--- config.mk ---
export PLATFORM = sky130hd
export DESIGN_NAME = fetch_unit
export DESIGN_NICKNAME = d
export VERILOG_FILES = /design/src/rtl/fetch_unit.sv
export SDC_FILE = /design/constraint.sdc
export NUM_CORES = 1
export LEC_CHECK = 0
export ABC_AREA = 1
export CORE_MARGIN = 4
export CORE_UTILIZATION = 44
export DETAILED_ROUTE_END_ITERATION = 8
export GPL_TIMING_DRIVEN = 1
export PLACE_DENSITY_LB_ADDON = 0.08
export SLEW_MARGIN = 20
export SYNTH_ARGS = -nofsm -noshare
export SYNTH_HDL_FRONTEND = slang
export SYNTH_SLANG_ARGS = --single-unit
--- constraint.sdc ---
create_clock -name clk -period 1.6 [get_ports clk]
set_input_delay 0.32 -clock clk [delete_from_list [all_inputs] [get_ports clk]]
set_output_delay 0.32 -clock clk [all_outputs]
set_load 0.01 [all_outputs]
--- src/rtl/fetch_unit.sv ---
// fetch_unit: PC / fetch-control stage in front of the 32x16 instruction memory.
// Ports: clk, rst_n, start, step_mode, step, imem_addr, imem_data, branch_taken,
//        instr, instr_valid, pc, running, halted, retired.
module fetch_unit #(
  parameter int ADDR_W  = 5,
  parameter int INSTR_W = 16,
  parameter int CNT_W   = 16
) (
  input  logic               clk,
  input  logic               rst_n,
  input  logic               start,
  input  logic               step_mode,
  input  logic               step,
  output logic [ADDR_W-1:0]  imem_addr,
  input  logic [INSTR_W-1:0] imem_data,
  input  logic               branch_taken,
  output logic [INSTR_W-1:0] instr,
  output logic               instr_valid,
  output logic [ADDR_W-1:0]  pc,
  output logic               running,
  output logic               halted,
  output logic [CNT_W-1:0]   retired
);

  typedef enum logic [1:0] {
    IDLE   = 2'd0,
    ACTIVE = 2'd1,
    HALTED = 2'd2
  } state_t;

  localparam logic [2:0] OP_BR   = 3'b101;
  localparam logic [2:0] OP_HALT = 3'b111;

  localparam logic [ADDR_W-1:0] PC_ONE  = ADDR_W'(1);
  localparam logic [CNT_W-1:0]  CNT_ONE = CNT_W'(1);

  state_t            state;
  logic [2:0]        op;
  logic [ADDR_W-1:0] tgt;
  logic              commit;
  logic              is_halt;
  logic              take_br;
  logic              cnt_max;
  logic [ADDR_W-1:0] pc_inc;
  logic [ADDR_W-1:0] pc_nxt;

  assign imem_addr = pc;
  assign instr     = imem_data;

  assign op  = imem_data[INSTR_W-1 -: 3];
  assign tgt = imem_data[INSTR_W-4 -: ADDR_W];

  // step_mode is sampled combinationally so a mode change
  // takes effect in the same cycle.
  assign commit = (state == ACTIVE)
                & (step_mode ? step : 1'b1);
  assign instr_valid = commit;

  assign is_halt = (op == OP_HALT);
  assign take_br = (op == OP_BR) & branch_taken;
  assign cnt_max = &retired;
  assign pc_inc  = pc + PC_ONE;

  always_comb begin
    pc_nxt = pc_inc;
    unique case (1'b1)
      take_br: pc_nxt = tgt;
      default: pc_nxt = pc_inc;
    endcase
  end

  always_ff @(posedge clk or negedge rst_n) begin
    if (!rst_n) begin
      state   <= IDLE;
      pc      <= '0;
      retired <= '0;
      running <= 1'b0;
      halted  <= 1'b0;
    end else begin
      unique case (state)
        IDLE: begin
          if (start) begin
            state   <= ACTIVE;
            pc      <= '0;
            retired <= '0;
            running <= 1'b1;
            halted  <= 1'b0;
          end
        end
        ACTIVE: begin
          if (commit) begin
            if (!cnt_max) begin
              retired <= retired + CNT_ONE;
            end
            // halt retires as a no-op and freezes pc on itself
            if (is_halt) begin
              state   <= HALTED;
              running <= 1'b0;
              halted  <= 1'b1;
            end else begin
              pc <= pc_nxt;
            end
          end
        end
        HALTED: begin
          if (start) begin
            state   <= ACTIVE;
            pc      <= '0;
            retired <= '0;
            running <= 1'b1;
            halted  <= 1'b0;
          end
        end
        default: begin
          state   <= IDLE;
          running <= 1'b0;
          halted  <= 1'b0;
        end
      endcase
    end
  end

endmodule
==> results.json <==
{
  "outcome": "complete, no violations",
  "setup_viol": 0,
  "synth_simple_gate_area_share_pct": 33.67,
  "yosysUniqueCellTypes": 26,
  "gp_congestion": 0.8093,
  "p_per_area_nw_per_um2": 1214,
  "hold_path.class": "primary input to asynchronous set/reset pin",
  "clock_path_buffers": 2,
  "synth_area_um2": 1747,
  "synth_top_family_by_area": "simple AND/OR/NAND/NOR gates",
  "peakVddDrop_uv": 507.7,
  "syn_to_final_growth_pct": 48.93,
  "rsz0062_at_grt": "yes",
  "required_ps": 1280,
  "grt.total_usage_pct": 17.75,
  "antenna_cells": 0,
  "power_w": 0.003158,
  "crit_family": "buffers and inverters",
  "cp_cell_sequence": "clkdlybuf4s50_1",
  "ys_seq_area_share_pct": 34.38,
  "io_pins": 67,
  "crit_path_max_fanout": 6,
  "critical_path_class": "flop to primary output",
  "p_leak_nw": 1.335,
  "synth_xor_area_share_pct": 2.006,
  "worstSetupEndpointType": "primary output",
  "dieWidth_um": 71.01,
  "wire_per_inst_um": 12.34,
  "skew_ps": 1.409,
  "synth_top_cell_by_area": "dfrtp_1",
  "synth-seq-cells": 24,
  "initial_core_util_pct": 46.66,
  "synthMuxAreaShare_pct": 0,
  "drc_errors": 0,
  "fillers": 330,
  "rows": 22,
  "cts_hold_buf": 0,
  "grt-ovfl-total": 0,
  "fin_nets": 340,
  "clock_latency_ps": 270,
  "grt_pass1_wl_um": 7334,
  "vias": 1709,
  "cp-start-kind": "flop",
  "wirelength_um": 4480,
  "finalCriticalPeriod_ps": 1555,
  "avgSynthCellArea_um2": 7.433,
  "finalHoldViolCount": 0,
  "grt_pass1_vias": 1646,
  "maxSlewViolCount": 0,
  "grt_max_degree": 25,
  "slowest_delay_ps": 550,
  "yosysWarnings": 0,
  "cp_num_buf_inv": 1,
  "hpwl_um": 3158,
  "worstMarginPinSlew_ps": 353.4,
  "clkSinkCount": 24,
  "post_drt_via_cell_ratio": 4.708,
  "numCtsBuffers": 3,
  "numPortBuffers": 50,
  "h-tree-depth": 1,
  "slew_headroom_pct": 76.38,
  "arrival_ps": 1240,
  "die-height_um": 71.01,
  "max_freq_mhz": 643.0,
  "root_buffer": "clkbuf_8",
  "synth-compound-area-share_pct": 11.89,
  "ant_nets": 0,
  "core_um2": 3744,
  "holdWs_ps": 402.9,
  "fin_crit_sh_pct": 97.21,
  "slowest_stage": "clkdlybuf4s50_1",
  "drtIter0Drc": 48,
  "clk_pin_slew_ps": 90,
  "drive_above_1_share_pct": 28.89,
  "drtPass1Iterations": 4,
  "yosys-top-cells-area": "dfrtp_1 34%, nand2_1 15%, buf_4 9.0%",
  "synthCells": 235,
  "drv_cap": 0,
  "syn-num-nets": 259,
  "synthAdderAreaFrac_pct": 1.433,
  "synth_top_area_share_pct": 34.38,
  "antenna_found_initial": 0,
  "cts_tree": "built",
  "dieArea_um2": 5042,
  "tns_ps": 0
}
==> state kept, by name (all words and copies together) (netlist names) <==
signal / count
state: 1
imem_addr: 5
halted: 1
running: 1
retired: 16
==> metal layers <==
| layer | routed length, µm | up-vias | GRT usage [%] |
|---|---|---|---|
| met1 | 1998 | 761 | 22.76 |
| met4 | 39 | 0 | 5.010 |
| li1 | - | 894 | - |
| met3 | 250 | 5 | 3.693 |
| met2 | 2191 | 49 | 30.18 |
| met5 | 0 | - | 0 |
==> through the flow <==
step	util, %	cells	cell area (µm²)	setup WS [ps]
after detailed placement	63.10	342	2362	-257.5
after global routing	69.49	363	2601	-30.26
after CTS	65.31	351	2445	0.5314
after floorplan	-	235	1747	103.8
after global placement	63.10	342	2362	-181.9
final	69.49	363	2601	44.71
==> synthesized netlist by cell type (all sizes together) <==
cell type and n:
nor3 1, dfrtp 24, a21oi 1, xor2 2, buf 26, o21ai 27, nand2 75, or2 2
o21bai 2, nor2 20, nand4 5, inv 22, nand3 24, xnor2 2, ha 2
==> power breakdown <==
group          total, W  switching (W)  internal [W]
registers      0.000826      0.0000943      0.000732
clock network  0.000429       0.000209      0.000220
logic           0.00190       0.000959      0.000943
total           0.00316        0.00126       0.00190
==> placed cells by master (no fill, tap or decap), types with 2 or more instances in the layout <==
| cell type | count |
|---|---|
| nand2_1 | 66 |
| buf_4 | 47 |
| clkdlybuf4s50_1 | 28 |
| dfrtp_1 | 23 |
| inv_1 | 21 |
| nand3_1 | 21 |
| dlygate4sd2_1 | 18 |
| nor2_1 | 12 |
| o21ai_0 | 12 |
| nand2_2 | 8 |
| o21ai_2 | 8 |
| nor2_4 | 5 |
| nand4_1 | 5 |
| o21ai_1 | 5 |
| clkbuf_8 | 4 |
| dlymetal6s2s_1 | 4 |
| nor2_2 | 3 |
| o21ai_4 | 3 |
| buf_6 | 3 |
| o21bai_1 | 2 |
| xor2_1 | 2 |
| or2_2 | 2 |
| nand3_2 | 2 |
| xnor2_1 | 2 |
==> area by class of cell <==
type                       count  area [µm²]  share of cell area, %
multi-input combinational    164       907.1                  34.87
timing repair buffer         101       894.6                  34.39
sequential                    24       601.8                  23.14
inverter                      22       82.58                  3.175
tap                           48       60.06                  2.309
clock buffer                   4       55.05                  2.116
==> kinds of logic after synthesis <==
family,count (synthesis)
buf+inv,48
fa+ha+maj,2
flops,24
simple gates,127
xor+xnor,4
compound gates,30
==> final timing paths <==
path	startpoint	end	slack, ps	cells after the start
setup / recovery	imem_addr[2]	pc[2]	40	1
hold / removal	rst_n	retired[15]	400	2
setup reg to reg	retired[1]	retired[1]	60	9
hold reg to reg	running	running	510	2
max in group asynchronous	rst_n	imem_addr[2]	930	2
min in group clk	running	running	510	2
==> timing repair <==
action | 4_1_cts | 5_1_grt
pin swaps | 1 | 13
resized for setup | 21 | 16
cloned | 1 | 0
setup buffers | 4 | 12
endpoints found under the setup margin | 36 | 28
(Power assumes the default switching activity.)
